--- config.mk ---
export PLATFORM = sky130hd
export DESIGN_NAME = instr_fetch_unit_flat
export DESIGN_NICKNAME = d
export VERILOG_FILES = /design/src/rtl/instr_fetch_unit_if.sv /design/src/rtl/instr_fetch_unit.sv /design/src/flat_wrapper.sv
export SDC_FILE = /design/constraint.sdc
export NUM_CORES = 1
export LEC_CHECK = 0
export ABC_CLOCK_PERIOD_IN_PS = 6350
export CORE_ASPECT_RATIO = 1.75
export CORE_MARGIN = 4
export CORE_UTILIZATION = 40
export DETAILED_ROUTE_END_ITERATION = 10
export SETUP_SLACK_MARGIN = 0.1
export SYNTH_ARGS = -nofsm -noshare
export SYNTH_HDL_FRONTEND = slang
export SYNTH_SLANG_ARGS = --single-unit
--- constraint.sdc ---
create_clock -name clk -period 6.35 [get_ports clk]
set_clock_uncertainty 0.05 [all_clocks]
set_input_delay 1.27 -clock clk [delete_from_list [all_inputs] [get_ports clk]]
set_output_delay 1.27 -clock clk [all_outputs]
set_load 0.005 [all_outputs]
--- src/rtl/instr_fetch_unit_if.sv ---
// instr_fetch_unit_if: bundles the instruction-memory read port and the decoder-side
// valid/ready stream with its branch-redirect inputs.
interface instr_fetch_unit_if #(
    parameter int ADDR_WIDTH = 32,
    parameter int DATA_WIDTH = 32
);
    logic                  imem_req;
    logic [ADDR_WIDTH-1:0] imem_addr;
    logic [DATA_WIDTH-1:0] imem_rdata;
    logic [DATA_WIDTH-1:0] instr;
    logic [ADDR_WIDTH-1:0] instr_pc;
    logic                  instr_valid;
    logic                  instr_ready;
    logic                  pc_src;
    logic [ADDR_WIDTH-1:0] br_pc;
    logic [ADDR_WIDTH-1:0] imm_op;
    modport master (
        output imem_req, imem_addr, instr, instr_pc, instr_valid,
        input  imem_rdata, instr_ready, pc_src, br_pc, imm_op
    );
    modport slave (
        input  imem_req, imem_addr, instr, instr_pc, instr_valid,
        output imem_rdata, instr_ready, pc_src, br_pc, imm_op
    );
endinterface

--- src/rtl/instr_fetch_unit.sv ---
// instr_fetch_unit: PC sequencer for a 1-cycle synchronous instruction memory, buffering
// returned words in a small FIFO drained by the decoder and flushed on taken branches.
module instr_fetch_unit #(
    parameter int                    ADDR_WIDTH = 32,
    parameter int                    DATA_WIDTH = 32,
    parameter logic [ADDR_WIDTH-1:0] RESET_PC   = '0,
    parameter int                    FIFO_DEPTH = 3
) (
    input logic                clk,
    input logic                rst_n,
    instr_fetch_unit_if.master bus
);
    localparam int PW = $clog2(FIFO_DEPTH);
    localparam int CW = $clog2(FIFO_DEPTH + 1);
    localparam int KW = CW + 1;
    localparam logic [PW-1:0] LAST = PW'(FIFO_DEPTH - 1);

    logic [ADDR_WIDTH-1:0] fetch_pc_q, fetch_pc_d, tag_q, tag_d;
    logic                  inflight_q, inflight_d;
    logic [CW-1:0]         count_q, count_d;
    logic [PW-1:0]         rd_ptr_q, rd_ptr_d, wr_ptr_q, wr_ptr_d;
    logic [DATA_WIDTH-1:0] data_q [FIFO_DEPTH];
    logic [DATA_WIDTH-1:0] data_d [FIFO_DEPTH];
    logic [ADDR_WIDTH-1:0] pcs_q [FIFO_DEPTH];
    logic [ADDR_WIDTH-1:0] pcs_d [FIFO_DEPTH];
    logic                  issue, push, pop;

    function automatic logic [PW-1:0] bump(input logic [PW-1:0] p);
        return p == LAST ? '0 : p + 1'b1;
    endfunction

    always_comb begin
        // credit counts the in-flight word so a returning read always has a free slot
        issue      = rst_n && !bus.pc_src && ({1'b0, count_q} + KW'(inflight_q)) < KW'(FIFO_DEPTH);
        push       = inflight_q && !bus.pc_src;
        pop        = count_q != '0 && bus.instr_ready;
        fetch_pc_d = issue ? fetch_pc_q + ADDR_WIDTH'(4) : fetch_pc_q;
        tag_d      = issue ? fetch_pc_q : tag_q;
        inflight_d = issue;
        data_d     = data_q;
        pcs_d      = pcs_q;
        count_d    = count_q + CW'(push) - CW'(pop);
        rd_ptr_d   = pop ? bump(rd_ptr_q) : rd_ptr_q;
        wr_ptr_d   = push ? bump(wr_ptr_q) : wr_ptr_q;
        if (push) begin
            data_d[wr_ptr_q] = bus.imem_rdata;
            pcs_d[wr_ptr_q]  = tag_q;
        end
        if (bus.pc_src) begin
            fetch_pc_d = bus.br_pc + bus.imm_op;
            count_d    = '0;
            rd_ptr_d   = '0;
            wr_ptr_d   = '0;
        end
    end

    always_ff @(posedge clk or negedge rst_n) begin
        if (!rst_n) begin
            fetch_pc_q <= RESET_PC;
            tag_q      <= '0;
            inflight_q <= 1'b0;
            count_q    <= '0;
            rd_ptr_q   <= '0;
            wr_ptr_q   <= '0;
            data_q     <= '{default: '0};
            pcs_q      <= '{default: '0};
        end else begin
            fetch_pc_q <= fetch_pc_d;
            tag_q      <= tag_d;
            inflight_q <= inflight_d;
            count_q    <= count_d;
            rd_ptr_q   <= rd_ptr_d;
            wr_ptr_q   <= wr_ptr_d;
            data_q     <= data_d;
            pcs_q      <= pcs_d;
        end
    end

    assign bus.imem_req    = issue;
    assign bus.imem_addr   = fetch_pc_q;
    assign bus.instr_valid = count_q != '0;
    assign bus.instr       = data_q[rd_ptr_q];
    assign bus.instr_pc    = pcs_q[rd_ptr_q];

    a_no_overflow: assert property (@(posedge clk) disable iff (!rst_n)
        !(push && !pop && count_q == CW'(FIFO_DEPTH)));
endmodule

--- src/flat_wrapper.sv ---
// flat-port wrapper written by rule: the top's interface ports become plain ports
module instr_fetch_unit_flat 
#(
    parameter int                    ADDR_WIDTH = 32,
    parameter int                    DATA_WIDTH = 32,
    parameter logic [ADDR_WIDTH-1:0] RESET_PC   = '0,
    parameter int                    FIFO_DEPTH = 3
)
  (clk, rst_n, bus_imem_req, bus_imem_addr, bus_instr, bus_instr_pc, bus_instr_valid, bus_imem_rdata, bus_instr_ready, bus_pc_src, bus_br_pc, bus_imm_op);
  instr_fetch_unit_if #(.ADDR_WIDTH(ADDR_WIDTH), .DATA_WIDTH(DATA_WIDTH)) bus_i ();
  input logic clk;
  input logic rst_n;
  output wire logic [$bits(bus_i.imem_req)-1:0] bus_imem_req;
  output wire logic [$bits(bus_i.imem_addr)-1:0] bus_imem_addr;
  output wire logic [$bits(bus_i.instr)-1:0] bus_instr;
  output wire logic [$bits(bus_i.instr_pc)-1:0] bus_instr_pc;
  output wire logic [$bits(bus_i.instr_valid)-1:0] bus_instr_valid;
  input wire logic [$bits(bus_i.imem_rdata)-1:0] bus_imem_rdata;
  input wire logic [$bits(bus_i.instr_ready)-1:0] bus_instr_ready;
  input wire logic [$bits(bus_i.pc_src)-1:0] bus_pc_src;
  input wire logic [$bits(bus_i.br_pc)-1:0] bus_br_pc;
  input wire logic [$bits(bus_i.imm_op)-1:0] bus_imm_op;
  assign bus_imem_req = bus_i.imem_req;
  assign bus_imem_addr = bus_i.imem_addr;
  assign bus_instr = bus_i.instr;
  assign bus_instr_pc = bus_i.instr_pc;
  assign bus_instr_valid = bus_i.instr_valid;
  assign bus_i.imem_rdata = bus_imem_rdata;
  assign bus_i.instr_ready = bus_instr_ready;
  assign bus_i.pc_src = bus_pc_src;
  assign bus_i.br_pc = bus_br_pc;
  assign bus_i.imm_op = bus_imm_op;
  instr_fetch_unit #(.ADDR_WIDTH(ADDR_WIDTH), .DATA_WIDTH(DATA_WIDTH), .RESET_PC(RESET_PC), .FIFO_DEPTH(FIFO_DEPTH)) u_core (.clk(clk), .rst_n(rst_n), .bus(bus_i));
endmodule
# --- Word level (Yosys, flattened, before mapping) ---
# Index checks and enable logic that the tools add are counted.
classes:
  reduce_logical: 10
  eq_ne: 2
  n_lt_le_gt_ge: 4
  bitwise: 2
  addsub: 7
  n_mux: 19
op_table:
  columns: ["op", "count"]
  rows:
  - ["$mux W32", 7]
  - ["$bwmux W96", 2]
  - ["$bmux W32 S2", 2]
  - ["$demux W32 S2", 1]
  - ["$add A32 B3 Y32 const B", 1]
  - ["$add A32 B32 Y32", 1]
  - ["$mux W2", 7]
  - ["$reduce_bool A2 Y1", 4]
  - ["$ge A3 B3 Y1 const B", 2]
  - ["$not A2 Y3", 2]
  - ["$logic_and A1 B1 Y1", 5]
  - ["$add A2 B1 Y2 const B", 2]
  - ["$eq A2 B2 Y1 const B", 2]
  - ["$add A2 B1 Y3", 1]
  - ["$lt A3 B1 Y1 const B", 1]
  - ["$lt A3 B2 Y1 const B", 1]
  - ["$add A2 B1 Y2", 1]
  - ["$sub A2 B1 Y2", 1]
  - ["$logic_not A1 Y1", 1]
totals:
  output_inout_bits: 98
  word_cells: 56
  inputBits: 100
  reg_bits: 263

# --- Depth between registers and ports, before layout ---
# Gate-level depths: netlist of run 1.
logic_depth:
  word_depth: 6
  depth_mapped: 10
  ltp_nobuf: 10

# --- Worst setup path before layout of run 1 ---
# Ideal clock, no wire load.
synth_path:
  path_type: "in2out"
  startpoint: "input port rst_n"
  endpoint: "output port bus_imem_req"
  path_stages: 6
  path_buffers: 3
  t_arrival_ps: 2268
  t_required_ps: 5030
  slack_ps: 2762
  path_cell_list: "inv_1 -> a211oi_1 -> buf_2 -> nor2b_1 -> buf_2 -> buf_2"
synth_between:
  elab_chain_len: 2
synth_lines:
  columns: ["item", "line_no", "rtl"]
  rows:
  - ["from (decl)", "flat_wrapper.sv:12", "input logic rst_n;"]
  - ["$logic_and A1 B1 Y1 (2 in series)", "instr_fetch_unit.sv:34", "issue = rst_n && !bus.pc_src && ({1'b0, count_q} + KW'(inflight_q)) < KW'(FIFO_DEPTH);"]
  - ["to (decl)", "flat_wrapper.sv:13", "output wire logic [$bits(bus_i.imem_req)-1:0] bus_imem_req;"]
# Every way passes these cells.

# --- Worst setup path in the final report of run 1 ---
layout_path:
  startpoint: "register u_core.rd_ptr_q[1]"
  endpoint: "output port bus_instr_pc[11]"
layout_between:
  elab_chain_len: 4
layout_lines:
  columns: ["item", "line_no", "rtl"]
  rows:
  - ["from (decl)", "instr_fetch_unit.sv:21", "logic [PW-1:0] rd_ptr_q, rd_ptr_d, wr_ptr_q, wr_ptr_d;"]
  - ["from (signal assigned)", "instr_fetch_unit.sv:72", "rd_ptr_q <= rd_ptr_d;"]
  - ["$not A2 Y3 (implied by the code)", "instr_fetch_unit.sv:83", "assign bus.instr_pc = pcs_q[rd_ptr_q];"]
  - ["$bmux W32 S2", "instr_fetch_unit.sv:83", null]
  - ["$mux W32 (implied by the code) (2 in series)", "instr_fetch_unit.sv:83", null]
  - ["to (decl)", "flat_wrapper.sv:16", "output wire logic [$bits(bus_i.instr_pc)-1:0] bus_instr_pc;"]
# Every way passes these cells. The select of a mux whose other input is x is not followed.

==> metrics.txt, run 1 <==
Synth Area in Simple Gates=9.02%; largest net degree at the start of global routing=79; top_reg_cell synth=dfrtp_1; WL/cell=around 18 um; RR Startpoint=u_core.inflight_q$_DFF_PN0_; Min-Delay Path Class=flop to flop; Routed Antenna Nets=0; layout cells sized above 1=22.9%; crit path to=bus_instr_pc[11]; Pwr Density=~360 nW/um^2; setup TNS=0 ns; Critical Path AT=3.17 ns; initial antenna violation count=0; Post-synth EDFFs=0; class of the most critical setup path=flop to primary output; Syn Std Cell Area=about 14,000 um^2; mux contribution to synthesized area=a little under a quarter; Final nets=roughly 1,500; reg2reg path depth=4; compound-cell area share of the yosys netlist=a little under a tenth; Final Cycle Share=70.6%; Least-Margin Pin Slew=approximately 1 ns; clock sink count=between 200 and 300; I/O pin count=roughly 200; GP Congestion=about 0.83; Adder-Cell Fraction of Synth Area=3.45%; commonest non-fill, non-tap cell in the layout=dfrtp_1; fmax=about 0.22 GHz; Leak=between 7 and 8 nW; clock latency on the worst-skew pair=roughly 0.52 ns; # hold bufs at CTS=0; Critical Path Start Type=flop; worst vdd ir=between 0.1 and 0.15 mV; Slew HR=31.5%; warnings from Yosys=0; port bufs=a little under 200; drt total wl=approximately 33,000 um; Final Hold Viols=0; Data required, critical path=between 5 and 6 ns; total power=between 0.006 and 0.007 W; die width=~150 um; area grow syn2layout=23.4%; Yosys cell types=73; RSZ-0062 raised after global routing=false; CTS max path bufs=3; Ant. Diodes=0; Synth Area in XOR/XNOR=under 10%; Slew Limit Fails=0; Setup crit start=u_core.rd_ptr_q[1]$_DFFE_PN0P_; CTS tree=done; total track usage=17.7%; CTS Buf Count=24; crit end category=primary output; largest family of logic cells by synthesized area=multiplexers; clk slew on worst S/H paths=~0.070 ns; Gates resized, CTS repair=0; outcome=finished, final reports clean; first-pass detailed-route iteration total=4; r2r endpoint=u_core.data_q[34]$_DFFE_PN0P_; synthesized flop and latch total=around 260; most frequent cells in the layout=dfrtp_1, mux2_2, clkdlybuf4s50_1, nand2_1, o21ai_0; asr flop ratio synth=100%; crit path max fanout=48; Syn Area/Cell=approximately 12 um^2; starting density of the core=about two fifths; min Tclk post-route=~4.5 ns; post-CTS setup buffer count=0; DR vias=9,612; max cap viols=0; Post-route DRC=0; gr ovfl total=0; std cell rows=89; vias per cell=roughly 5.3; core area=around 34,000 um^2; Iter 0 DRT Violations=roughly 280; Die Area=37,200 um^2; Net Count, Synth=roughly 1,300; Root Buffer Master=clkbuf_16; Die Span Y=252 um; # H-tree levels=1; Register-to-Register Setup Slack=around 3.8 ns; cell count after synthesis=between 1,000 and 1,500; hpwl dp=between 20,000 and 25,000 um; first-pass GRT wire length=about 54,000 um; Finish-stage setup viols=0; vias in the first global route=roughly 10,000; Seq/Total Area, Yosys=about 48%
==> registers in the layout (all words and copies together), names as in the netlist <==
signal and count:
u_core.bus.imem_addr 32, u_core.count_q 2, u_core.data_q 96, u_core.inflight_q 1, u_core.pcs_q 96, u_core.rd_ptr_q 2, u_core.tag_q 32, u_core.wr_ptr_q 2
==> Yosys cell counts (2+ instances only) <==
master    instances  area [um^2]
nand2_1         113          424
nor2b_1           4         25.0
buf_4             2         15.0
ha_1             36          450
a21oi_1          47          235
inv_1            17         63.8
o31ai_4           2         42.5
nor3_1            8         40.0
a31oi_1           3         18.8
a211oi_1          4         30.0
o21ai_0          82          410
buf_2            32          160
nor2_1           34          128
nand3b_1          5         37.5
o211ai_1          4         30.0
nand3_1          15         75.1
o21a_1            3         22.5
and3_1           12         75.1
a31o_2            3         26.3
buf_1             5         18.8
xor2_1           19          166
mux2_2          225         2530
o22ai_1           4         25.0
nand4_1          25          156
and2_1            3         18.8
nand2b_1         10         62.6
xnor2_1          32          280
dfrtp_1         263         6580
nor3b_1           4         30.0
or2_2             2         12.5
or3_1             2         12.5
o21bai_1          2         15.0
o21ai_1           3         15.0
a21o_1           15          113
mux2i_1          73          731
clkbuf_1         33          124
==> area by class of cell <==
cell class | count | area, um^2
clock buffers | 36 | 747
multi-input cells | 831 | 6690
well taps | 455 | 569
clock inverters | 7 | 48.8
repair buffers | 213 | 2090
fillers | 3087 | 16800
inverters | 17 | 63.8
flip-flops and latches | 263 | 6590
==> kinds of logic (layout without fill, tap and decap cells) <==
family | after synthesis | in the layout
XOR/XNOR | 51 | 51
multiplexers | 298 | 298
adder cells (fa/ha/maj) | 37 | 37
AO/OA/AOI/OAI | 196 | 196
flip-flops | 263 | 263
AND/OR/NAND/NOR | 249 | 249
buffers and inverters | 89 | 273
==> where the power goes <==
| group | switching [W] | internal [W] |
|---|---|---|
| Combinational | 0.000797 | 0.00121 |
| Sequential | 0.000391 | 0.00223 |
| Clock | 0.000631 | 0.000816 |
| Total | 0.00182 | 0.00426 |
==> worst min-delay path by stage <==
stage	from	to	slack (ns)	cells past startpoint
floorplan	u_core.data_q[64]$_DFFE_PN0P_	u_core.data_q[64]$_DFFE_PN0P_	0.43	1
global placement	u_core.data_q[76]$_DFFE_PN0P_	u_core.data_q[76]$_DFFE_PN0P_	0.44	1
detailed placement	u_core.data_q[80]$_DFFE_PN0P_	u_core.data_q[80]$_DFFE_PN0P_	0.44	1
CTS	u_core.pcs_q[84]$_DFFE_PN0P_	u_core.pcs_q[84]$_DFFE_PN0P_	0.46	1
global route	u_core.pcs_q[91]$_DFFE_PN0P_	u_core.pcs_q[91]$_DFFE_PN0P_	0.46	1
finish	u_core.pcs_q[82]$_DFFE_PN0P_	u_core.pcs_q[82]$_DFFE_PN0P_	0.45	1
==> through the flow <==
stage | utilization (%) | cell area [um^2] | std cells | hold slack [ns] | setup slack, ns
global placement | 47.6 | 16000 | 1779 | 0.438 | 2.11
detailed placement | 47.6 | 16000 | 1779 | 0.444 | 2.09
CTS | 50.0 | 16800 | 1822 | 0.459 | 1.77
global route | 50.0 | 16800 | 1822 | 0.464 | 1.74
floorplan | - | 13600 | 1183 | 0.430 | 2.76
finish | 50.0 | 16800 | 1822 | 0.454 | 1.86
==> critical path, stage by stage (launching register included) <==
cell and delay (ns):
dfrtp_4 0.67, buf_4 0.79, mux2i_1 0.16, o21ai_0 0.36, clkdlybuf4s50_1 0.59
==> routing by layer <==
layer / wire [um] / GRT usage, %
met5: 0 / 0
met2: 17700 / 33.8
met1: 13500 / 20.8
met4: 871 / 5.23
met3: 1180 / 1.90
(Power assumes the default switching activity.)
==> run 2, diff against run 1 <==
- ABC_CLOCK_PERIOD_IN_PS: 6350 -> 4300
- clock period: 6.35 -> 4.3 ns (I/O delays scaled with it)
==> run 2 against run 1 <==
Net effect:
- worst hold slack lost 0.33 ns
- sequential share of layout area is 0.067 points lower
- power is 48% higher
==> metrics.txt, run 2 (synthesis gave the netlist of run 1 again) <==
layout cells sized above 1=a little under a quarter; CTS max path bufs=3; Max Used Layer=met4; Sw Share=between 20% and 30%; clock latency on the worst-skew pair=0.53 ns; CTS tree=done; Combinational Power Share=between 30% and 40%; CTS Buf Count=25; Pwr Density=535 nW/um^2; initial antenna violation count=0; cell area after layout=16,800 um^2; first-pass detailed-route iteration total=4; hpwl dp=roughly 23,000 um; Util after Layout=about 50%; vias in the first global route=10,100; Slew Limit Fails=0; Reg power frac=~43%; Leak=between 7 and 8 nW; Placement Setup Slack=between 0.6 and 0.7 ns; critical path, cell by cell=nor2b_4 > buf_4 > nand2_1 > o21ai_0 > clkdlybuf4s50_1; clock sink count=263; I/O pin count=approximately 200; GP Congestion=0.822; post-CTS setup buffer count=0; # H-tree levels=1; RSZ-0062 raised after global routing=false; Critical Path Start Type=flop; clk slew on worst S/H paths=approximately 0.06 ns; Slew HR=about two fifths; Finish-stage setup viols=0; std cell rows=89; Final Hold Viols=0; max cap viols=0; met2 WL=about 18,000 um; die width=147 um; class of the most critical setup path=flop to primary output; Min-Delay Path Class=primary input to async pin; total track usage=a little under a fifth; met3 routed WL=about 1000 um; drt total wl=around 33,000 um; setup TNS=0 ns; port bufs=between 150 and 200; crit path max fanout=18; Root Buffer Master=clkbuf_16; starting density of the core=approximately two fifths; top flop regs=u_core.data_q x96, u_core.pcs_q x96; # hold bufs at CTS=0; Post-route DRC=0; Die Span Y=between 200 and 300 um; commonest non-fill, non-tap cell in the layout=dfrtp_1; Internal=0.00632 W; area grow syn2layout=23.6%; Data required, critical path=around 3.4 ns; worst vdd ir=about 0.23 mV; Placed Area=about 16,000 um^2; min Tclk post-route=between 3 and 4 ns; Least-Margin Pin Slew=~0.90 ns; Ant. Diodes=0; crit end category=primary output; Final nets=about 1,500; DR vias=around 9,600; Gates resized, CTS repair=0; Clk pwr share=a little under a quarter; Iter 0 DRT Violations=around 240; core area=~34,000 um^2; Routed Antenna Nets=0; gr ovfl total=0; CP max stage cell=clkdlybuf4s50_1; fillers=just over 3,000; worst stage delay on the critical path=~0.58 ns; most frequent cells in the layout=dfrtp_1, mux2_2, clkdlybuf4s50_1, nand2_1, o21ai_0; Die Area=37,200 um^2; Final Cycle Share=approximately 83%; Metal-1 WL=approximately 14,000 um; Critical Path AT=roughly 2.7 ns; vias per cell=around 5.3; Sw Pwr=0.00268 W; largest net degree at the start of global routing=162; outcome=finished, final reports clean; first-pass GRT wire length=roughly 55,000 um; WL/cell=approximately 18 um; fmax=roughly 0.28 GHz; setup ws final=between 0.7 and 0.8 ns
## run 2: cell types whose count changed in the layout (fill, tap and decap cells not counted), sizes merged
cell / previous run / this run
clkinv: 3 / 2
buf: 18 / 20
clkbuf: 36 / 39
bufinv: 0 / 1
clkinvlp: 3 / 1
## run 2: area by class of cell
cell class	instances	area, um^2	share of cell area [%]
tap	455	569	3.38
inverter	17	63.8	0.379
clock buffer	39	728	4.33
sequential	263	6590	39.1
clock inverter	5	56.3	0.335
multi-input combinational	831	6690	39.8
timing repair buffer	215	2130	12.7
## run 2: worst max-delay path, delay by kind of cell (launching register included)
family          cells  cell delay (ns)
flops               1             0.50
simple gates        2             0.54
buf+inv             2             0.95
compound gates      1             0.16
## run 2: power groups by stage
stage / clock (W) / combinational, W / sequential (W)
3_5_place_dp: 0 / 0.00305 / 0.00392
2_1_floorplan: 0 / 0.00162 / 0.00372
6_report: 0.00214 / 0.00299 / 0.00387
3_3_place_gp: 0 / 0.00300 / 0.00388
5_1_grt: 0.00232 / 0.00328 / 0.00399
4_1_cts: 0.00223 / 0.00306 / 0.00388
## run 2: stage by stage
stage               instances  hold slack (ns)  power [W]
global placement         1781            0.438    0.00687
detailed placement       1781            0.444    0.00697
CTS                      1825            0.106    0.00916
finish                   1825            0.129    0.00900
global route             1825            0.119    0.00959
floorplan                1183            0.430    0.00533
## run 2: per-layer routing
metal / vias to the layer above / global-route usage [%]
li1: 4573 / -
met1: 4799 / 22.0
met2: 188 / 33.3
met3: 46 / 1.56
met4: 0 / 6.13
met5: - / 0
## run 2: path summary, 6_finish.rpt
kind                                                 from  slack, ns  cells past startpoint                       endpoint
hold reg to reg             u_core.data_q[91]$_DFFE_PN0P_       0.45                      1  u_core.data_q[91]$_DFFE_PN0P_
hold / removal                                      rst_n       0.13                      1  u_core.data_q[57]$_DFFE_PN0P_
max in group asynchronous                           rst_n       2.03                      3   u_core.pcs_q[13]$_DFFE_PN0P_
min in group clk            u_core.data_q[91]$_DFFE_PN0P_       0.45                      1  u_core.data_q[91]$_DFFE_PN0P_
setup reg to reg              u_core.inflight_q$_DFF_PN0_       1.72                      7    u_core.tag_q[7]$_DFFE_PN0P_
setup / recovery           u_core.rd_ptr_q[1]$_DFFE_PN0P_       0.71                      5               bus_instr_pc[26]
==> run 3, diff against run 2 <==
- ABC_CLOCK_PERIOD_IN_PS: 4300 -> 3300
- clock period: 4.3 -> 3.3 ns (I/O delays scaled with it)
==> run 3 against run 2 <==
Net effect:
- power grew 33%
- largest cell class unchanged
- flip-flop and latch count did not move
- die area unchanged
- sequential share of layout area shrank 0.67 points
- worst setup slack got worse by 0.50 ns
- combinational power grew 32%
- utilization rose by 0.88 points
==> metrics.txt, run 3 (synthesis gave the netlist of run 1 again) <==
Max Used Layer=met4; clk slew on worst S/H paths=0.07 ns; fmax=between 0.3 and 0.4 GHz; CTS max path bufs=3; I/O pin count=just under 200; DR vias=9,648; min Tclk post-route=3.09 ns; # hold bufs at CTS=0; Die Area=37,200 um^2; core area=33,600 um^2; r2r endpoint=u_core.bus.imem_addr[28]$_DFFE_PN0N_; Metal-1 WL=approximately 14,000 um; first-pass GRT wire length=around 53,000 um; Final Hold Viols=0; initial antenna violation count=0; Slew Limit Fails=0; Min-Delay Path Class=primary input to async pin; Root Buffer Master=clkbuf_16; cell area after layout=roughly 17,000 um^2; GP Congestion=approximately 0.8; Iter 0 DRT Violations=roughly 370; total track usage=roughly 18%; Critical Path Start Type=flop; # H-tree levels=1; drt total wl=33,600 um; Ant. Diodes=0; gr ovfl total=0; Final Cycle Share=roughly 94%; commonest non-fill, non-tap cell in the layout=dfrtp_1; largest net degree at the start of global routing=between 150 and 200; area grow syn2layout=25.7%; Final nets=1,512; crit path to=bus_imem_req; Slew HR=around 34%; Pwr Density=between 600 and 700 nW/um^2; Leak=7.18 nW; crit path max fanout=5; top flop regs=u_core.data_q x96, u_core.pcs_q x96; most frequent cells in the layout=dfrtp_1, mux2_2, clkdlybuf4s50_1, nand2_1, o21ai_0; Util after Layout=50.9%; Post-route DRC=0; first-pass detailed-route iteration total=4; vias per cell=5.22; port bufs=between 150 and 200; met2 WL=~18,000 um; RR Startpoint=u_core.inflight_q$_DFF_PN0_; CTS tree=done; total power=0.0119 W; Register-to-Register Setup Slack=just over 0.6 ns; fillers=3,099; crit end category=primary output; hpwl dp=between 20,000 and 25,000 um; std cell rows=between 80 and 90; Setup crit start=u_core.inflight_q$_DFF_PN0_; Least-Margin Pin Slew=approximately 1 ns; Finish-stage setup viols=0; Data required, critical path=approximately 2.6 ns; clock sink count=about 260; vias in the first global route=approximately 10,000; CTS Buf Count=24; Critical Path AT=between 2 and 2.5 ns; layout cells sized above 1=between 20% and 30%; Die Span Y=252 um; met3 routed WL=1130 um; outcome=finished, final reports clean; clock latency on the worst-skew pair=between 0.5 and 0.6 ns; reg2reg path depth=9; WL/cell=around 18 um; starting density of the core=about two fifths; class of the most critical setup path=flop to primary output; max cap viols=0; Routed Antenna Nets=0; worst vdd ir=approximately 0.31 mV; Placed Area=between 15,000 and 20,000 um^2; RSZ-0062 raised after global routing=true; die width=about 150 um
[run 3: worst min-delay path by stage]
stage / startpoint / endpoint / slack [ns] / cells after the start
3_5_place_dp: u_core.pcs_q[92]$_DFFE_PN0P_ / u_core.pcs_q[92]$_DFFE_PN0P_ / 0.44 / 1
5_1_grt: rst_n / u_core.data_q[86]$_DFFE_PN0P_ / 0.24 / 2
3_3_place_gp: u_core.data_q[66]$_DFFE_PN0P_ / u_core.data_q[66]$_DFFE_PN0P_ / 0.44 / 1
6_report: rst_n / u_core.data_q[60]$_DFFE_PN0P_ / 0.20 / 2
2_1_floorplan: rst_n / u_core.bus.imem_addr[0]$_DFFE_PN0P_ / 0.31 / 0
4_1_cts: rst_n / u_core.data_q[60]$_DFFE_PN0P_ / 0.21 / 2
[run 3: repair_timing]
| action | in CTS | in global routing |
|---|---|---|
| pin swaps | 0 | 1 |
| setup endpoints to repair | 32 | 3 |
| setup buffers | 1 | 1 |
| gates cloned | 0 | 0 |
| gates resized for setup | 1 | 2 |
[run 3: cell type report]
cell class	instances	area, um^2	area share, %
repair buffers	238	2370	13.8
clock buffers	31	688	4.02
well taps	455	569	3.32
multi-input cells	831	6690	39.1
clock inverters	12	151	0.884
inverters	17	63.8	0.373
flip-flops and latches	263	6590	38.5
[run 3: metrics by stage]
stage               std cells  hold WS, ns  TNS [ns]  setup WS (ns)
floorplan                1183        0.314         0          0.704
global placement         1802        0.438    -0.108        -0.0831
detailed placement       1802        0.444    -0.219        -0.0969
CTS                      1846        0.205         0          0.115
global route             1847        0.239         0         0.0949
finish                   1847        0.203         0          0.214
[run 3: layer usage]
| layer | GRT usage [%] | up-vias |
|---|---|---|
| met5 | 0 | - |
| met4 | 5.57 | 0 |
| met3 | 1.99 | 37 |
| met2 | 33.1 | 205 |
| met1 | 21.3 | 4791 |
| li1 | - | 4615 |
[run 3: worst max-delay path: stages, from the launching register on]
cell             delay [ns]
dfrtp_2                0.44
ha_1                   0.19
ha_1                   0.28
a211oi_2               0.23
nor2b_4                0.21
clkdlybuf4s50_1        0.51
[run 3: power by group]
group          switching, W  internal (W)
combinational       0.00156       0.00239
clock               0.00122       0.00171
sequential         0.000745       0.00430
